<file path="src/rtl/vanilla_remote_load_resp_buffer.sv">
// Remote-load response buffer for the vanilla core.
// Responses coming back from the network endpoint are sorted into an integer
// FIFO and a float FIFO. The head of each FIFO is offered to the core on a
// v/yumi channel. A force flag tells the core that a head has been waiting
// too long and must be written back now.
module vanilla_remote_load_resp_buffer #(
  parameter int data_width_p      = 32,
  parameter int reg_addr_width_p  = 5,
  parameter int els_p             = 2,
  parameter int force_threshold_p = 4
) (
  input  logic                        clk_i,
  input  logic                        reset_i,

  input  logic                        resp_v_i,
  input  logic                        resp_float_i,
  input  logic [reg_addr_width_p-1:0] resp_rd_i,
  input  logic [data_width_p-1:0]     resp_data_i,
  output logic                        resp_ready_o,

  output logic                        int_v_o,
  output logic [reg_addr_width_p-1:0] int_rd_o,
  output logic [data_width_p-1:0]     int_data_o,
  output logic                        int_force_o,
  input  logic                        int_yumi_i,

  output logic                        float_v_o,
  output logic [reg_addr_width_p-1:0] float_rd_o,
  output logic [data_width_p-1:0]     float_data_o,
  output logic                        float_force_o,
  input  logic                        float_yumi_i
);

  localparam int ptr_w_lp  = $clog2(els_p);
  localparam int cnt_w_lp  = $clog2(els_p + 1);
  localparam int wait_w_lp = $clog2(force_threshold_p + 1);

  localparam logic [ptr_w_lp-1:0]  ptr_last_lp  = ptr_w_lp'(els_p - 1);
  localparam logic [cnt_w_lp-1:0]  cnt_full_lp  = cnt_w_lp'(els_p);
  localparam logic [wait_w_lp-1:0] wait_sat_lp  = wait_w_lp'(force_threshold_p);

  // Index 0 is the integer queue, index 1 the float queue.
  logic [data_width_p-1:0]     r_data  [2][els_p];
  logic [reg_addr_width_p-1:0] r_rd    [2][els_p];
  logic [ptr_w_lp-1:0]         r_wptr  [2];
  logic [ptr_w_lp-1:0]         r_rptr  [2];
  logic [cnt_w_lp-1:0]         r_count [2];
  logic [wait_w_lp-1:0]        r_wait  [2];

  logic [1:0] w_yumi;
  logic [1:0] w_sel;
  logic [1:0] w_full;
  logic [1:0] w_empty;
  logic [1:0] w_v;
  logic [1:0] w_force;
  logic [1:0] w_enq;
  logic [1:0] w_deq;
  logic       w_ready;

  // Pointers wrap at els_p, which need not be a power of two.
  function automatic logic [ptr_w_lp-1:0] f_ptr_inc(input logic [ptr_w_lp-1:0] ptr);
    return (ptr == ptr_last_lp) ? '0 : ptr + 1'b1;
  endfunction

  // Queue status, handshakes and force flags, all derived from registered state.
  // NOTE: every signal gets a default at the top so no path can infer a latch.
  always_comb begin
    w_yumi  = {float_yumi_i, int_yumi_i};
    w_sel   = {resp_float_i, ~resp_float_i};
    w_full  = '0;
    w_empty = '0;
    w_v     = '0;
    w_force = '0;
    w_deq   = '0;
    for (int q = 0; q < 2; q++) begin
      w_full[q]  = (r_count[q] == cnt_full_lp);
      w_empty[q] = (r_count[q] == '0);
      w_v[q]     = ~reset_i & ~w_empty[q];
      w_force[q] = w_v[q] & (r_wait[q] == wait_sat_lp);
      w_deq[q]   = w_yumi[q] & w_v[q];
    end
    // Ready looks only at the selected queue's fullness, never at yumi.
    w_ready = ~reset_i & ~w_full[resp_float_i];
    w_enq   = {2{resp_v_i & w_ready}} & w_sel;
  end

  assign resp_ready_o  = w_ready;

  assign int_v_o       = w_v[0];
  assign int_rd_o      = r_rd[0][r_rptr[0]];
  assign int_data_o    = r_data[0][r_rptr[0]];
  assign int_force_o   = w_force[0];

  assign float_v_o     = w_v[1];
  assign float_rd_o    = r_rd[1][r_rptr[1]];
  assign float_data_o  = r_data[1][r_rptr[1]];
  assign float_force_o = w_force[1];

  // Entry storage: written at the tail on an accepted enqueue.
  // NOTE: storage is not reset; an entry is only read when the count says it is valid.
  always_ff @(posedge clk_i) begin
    for (int q = 0; q < 2; q++) begin
      if (w_enq[q]) begin
        r_data[q][r_wptr[q]] <= resp_data_i;
        r_rd[q][r_wptr[q]]   <= resp_rd_i;
      end
    end
  end

  // Pointers, occupancy and head-wait counter for each queue.
  // NOTE: sequential state uses non-blocking assignments so every flop samples pre-edge values.
  always_ff @(posedge clk_i) begin
    for (int q = 0; q < 2; q++) begin
      if (reset_i) begin
        r_wptr[q]  <= '0;
        r_rptr[q]  <= '0;
        r_count[q] <= '0;
        r_wait[q]  <= '0;
      end else begin
        if (w_enq[q]) r_wptr[q] <= f_ptr_inc(r_wptr[q]);
        if (w_deq[q]) r_rptr[q] <= f_ptr_inc(r_rptr[q]);

        case ({w_enq[q], w_deq[q]})
          2'b10:   r_count[q] <= r_count[q] + cnt_w_lp'(1);
          2'b01:   r_count[q] <= r_count[q] - cnt_w_lp'(1);
          default: r_count[q] <= r_count[q];
        endcase

        // The wait count tracks how long the current head has been ignored.
        if (w_empty[q] || w_deq[q])     r_wait[q] <= '0;
        else if (r_wait[q] != wait_sat_lp) r_wait[q] <= r_wait[q] + wait_w_lp'(1);
      end
    end
  end

endmodule

</file>
<file path="config.mk">
export PLATFORM = sky130hd
export DESIGN_NAME = vanilla_remote_load_resp_buffer
export DESIGN_NICKNAME = d
export VERILOG_FILES = /design/src/rtl/vanilla_remote_load_resp_buffer.sv
export SDC_FILE = /design/constraint.sdc
export NUM_CORES = 1
export LEC_CHECK = 0
export ABC_AREA = 1
export BUFFER_PORTS_ARGS = -buffer_cell sky130_fd_sc_hd__buf_2
export CORE_MARGIN = 2
export CORE_UTILIZATION = 45
export CTS_CLUSTER_SIZE = 10
export DETAILED_ROUTE_END_ITERATION = 8
export PLACE_DENSITY = 0.74
export SYNTH_ARGS = -nofsm -noshare
export SYNTH_HDL_FRONTEND = slang
export SYNTH_SLANG_ARGS = --single-unit
</file>
<file path="constraint.sdc">
create_clock -name clk_i -period 3.7 [get_ports clk_i]
set_input_delay 0.185 -clock clk_i [delete_from_list [all_inputs] [get_ports clk_i]]
set_output_delay 0.185 -clock clk_i [all_outputs]
set_load 0.02 [all_outputs]
</file>
==> results.toml <==
[critical_path]
cp_slowest_cell = "edfxtp_1"
rr_endpoint = "r_count[1][0]"
endpoint_kind = "output port"
startpoint = "r_rptr[1]"
cp-start-kind = "flop"
critPathRequiredTime_ps = 3510
critPathMaxStageDelay_ps = 780
reg2reg_depth = 8
criticalPathCategory = "reg -> out"
regToRegStartpoint = "r_count[1][0]"
r2r_setup_slack_ps = 1530
crit_arrival_ps = 2230
path_max_fanout = 25
crit_chain = "buf_4 > mux2_2 > buf_2"

[die]
start_util_pct = 45.53
core_region_area_um2 = 13720
dieArea_um2 = 14840
num_rows = 43
die_y_um = 121.8
pin_count = 122
die_x_um = 121.8

[logic_synthesis]
synth_largest_area_cell = "edfxtp_1"
synth_edf_count = 162
ys_warn_count = 0
synth.most_common_cell = "edfxtp_1"
yosys-top-cells-area = "edfxtp_1 78%, mux2_2 13%, ha_1 1.8%, inv_1 1.3%, nor2_1 1.1%"
async_reset_ff_share_pct = 0
yosysSeqAreaShare_pct = 77.88
synth-compound-area-share_pct = 0.6010
synth.cell_area_um2 = 6246
synth-xor-area-share_pct = 0.2804
synth_ff_type = "edfxtp_1"
muxShareOfSynthArea_pct = 13.34
synth-seq-cells = 162
synth_fp_nets = 381
netlist_top_cells_count = "162 x edfxtp_1, 74 x mux2_2, 21 x inv_1, 19 x nor2_1, 11 x nand2_1"
avgSynthCellArea_um2 = 18.98
synth_top_family_by_area = "multiplexers"
synthAdderAreaFrac_pct = 1.803
netlist.area_leader.share_pct = 77.88
synthSimpleGateAreaFrac_pct = 3.646
ys_types = 23
syn_inst = 329

[worst_hold_path]
min-delay-start = "reset_i"
holdPathEnd = "r_count[0][1]"
whs_path_depth = 2
worstHoldPathType = "in -> reg"

[clock_network]
cts_root_buf = "clkbuf_16"
post_cts_resized = 0
clock_path_buffers = 2
clkSlewWorstSetupHoldPaths_ps = 60
insertion_delay_ps = 420
htree_levels = 4
cts_buffers = 17
tritoncts = "done"
cts_sinks = 162

[sta]
setup_viol = 0
relSlewSlack_pct = 21.69
hold_viol_final = 0
tightestPinTransition_ps = 1172
fin_crit_sh_pct = 65.18
maxSlewViolCount = 0
skew_ps = 7.642
tns_ps = 0
period_needed_ps = 2412
max_clock_freq_mhz = 414.7
rsz0062_at_grt = "false"

[final_layout]
fill_cells = 1032
fin_nets = 554
multi_input_area_um2 = 1254
drive_above_1_share_pct = 45.83
postLayoutCoreUtil_pct = 58.04
seq_area_um2 = 4865
diodes = 0
area_growth_pct = 27.48

[global_route]
grt-ovfl-total = 0
grt_pass1_vias = 3406
antenna_found_initial = 0
grt_start_max_net_pins = 39
grtUsageTotal_pct = 15.44
grt_pass1_wl_mm = 16.64

[route]
routedWlPerCell_um = 15.81
final_antenna_net_count = 0
vias = 3320
wl_mm = 10.99
first_pass_iters = 4
via_per_inst = 4.777
drc = 0
drt-initial-drc-count = 217

[place]
gp_congestion = 0.7407
dp_hpwl_mm = 7.026
port_buffers = 121

[status]
status = "complete, no violations"

[power]
irDropWorstVdd_v = 0.0002435
p_total_mw = 3.987
power.density_nw_per_um2 = 500.7
leakagePower_nw = 2.939

[flow_run]
drv_cap = 0
[state kept, by name, indices dropped and copies added (netlist names)]
name,count
r_data,128
r_wptr,2
r_rptr,2
r_count,4
r_wait,6
r_rd,20
[routing by layer]
metal  track usage [%]  part of all wire [%]  wire (um)
met5                 0                     0          0
met4             7.328                   1.7        187
met3             5.805                   7.9        873
met2             26.22                    51       5553
met1             17.18                    40       4371
[power breakdown]
| part | switching (mW) | internal, mW | leakage, nW |
|---|---|---|---|
| combinational | 0.199 | 0.146 | 1.20 |
| clock | 0.643 | 0.914 | 0.246 |
| sequential | 0.0177 | 2.07 | 1.50 |
[logic make-up (layout without fill, tap and decap cells)]
| group | after synthesis | in the layout |
|---|---|---|
| muxes | 74 | 74 |
| xor gates and xnor gates | 2 | 2 |
| adders and majority gates | 9 | 9 |
| AOI/OAI and AO/OA | 7 | 7 |
| buffers and inverters | 30 | 216 |
| and+or+nand+nor | 45 | 45 |
| DFF | 162 | 162 |
[final cells by class]
cell class | count | area share (%)
Tap cell | 180 | 2.828
Inverter | 22 | 1.037
Clock inverter | 11 | 1.131
Sequential cell | 162 | 61.09
Timing Repair Buffer | 162 | 12.63
Clock buffer | 21 | 5.531
Multi-Input combinational cell | 137 | 15.74
[metrics by stage]
| step | hold slack, ps | instance area, um2 | setup WS, ps | instances |
|---|---|---|---|---|
| 4_1_cts | 128.3 | 7963 | 1218 | 695 |
| 3_5_place_dp | 404.2 | 7062 | 1486 | 626 |
| 5_1_grt | 152.5 | 7963 | 1149 | 695 |
| 6_report | 149.5 | 7963 | 1288 | 695 |
| 3_3_place_gp | 399.6 | 7062 | 1566 | 626 |
| 2_1_floorplan | 283.9 | 6246 | 784.0 | 329 |
[worst max path at each step]
stage / endpoint / slack, ps / cells past startpoint
2_1_floorplan: r_data[0][100] / 780 / 5
3_3_place_gp: r_data[0][13] / 1570 / 5
3_5_place_dp: r_data[0][15] / 1490 / 5
4_1_cts: float_rd_o[2] / 1220 / 3
5_1_grt: float_rd_o[2] / 1150 / 3
6_report: float_data_o[21] / 1290 / 3
[layout by cell type, fill, tap and decap left out, types with 5 or more instances in the layout]
| master | count |
|---|---|
| edfxtp_1 | 162 |
| buf_2 | 121 |
| mux2_2 | 74 |
| dlygate4sd3_1 | 37 |
| inv_1 | 21 |
| nor2_1 | 17 |
| clkbuf_16 | 17 |
| nand2_1 | 11 |
| ha_1 | 9 |
| nor2_4 | 5 |
[critical path, delay by kind of cell (launching register included)]
| family | cells | cell delay [ps] |
|---|---|---|
| flops | 1 | 780 |
| buf+inv | 2 | 610 |
| mux | 1 | 400 |
[repair_timing]
action / 4_1_cts / 5_1_grt
hold buffers: 37 / 0
endpoints found under the hold margin: 148 / 0
setup buffers: 0 / 0
No activity file was read; power rests on OpenSTA's default activity.
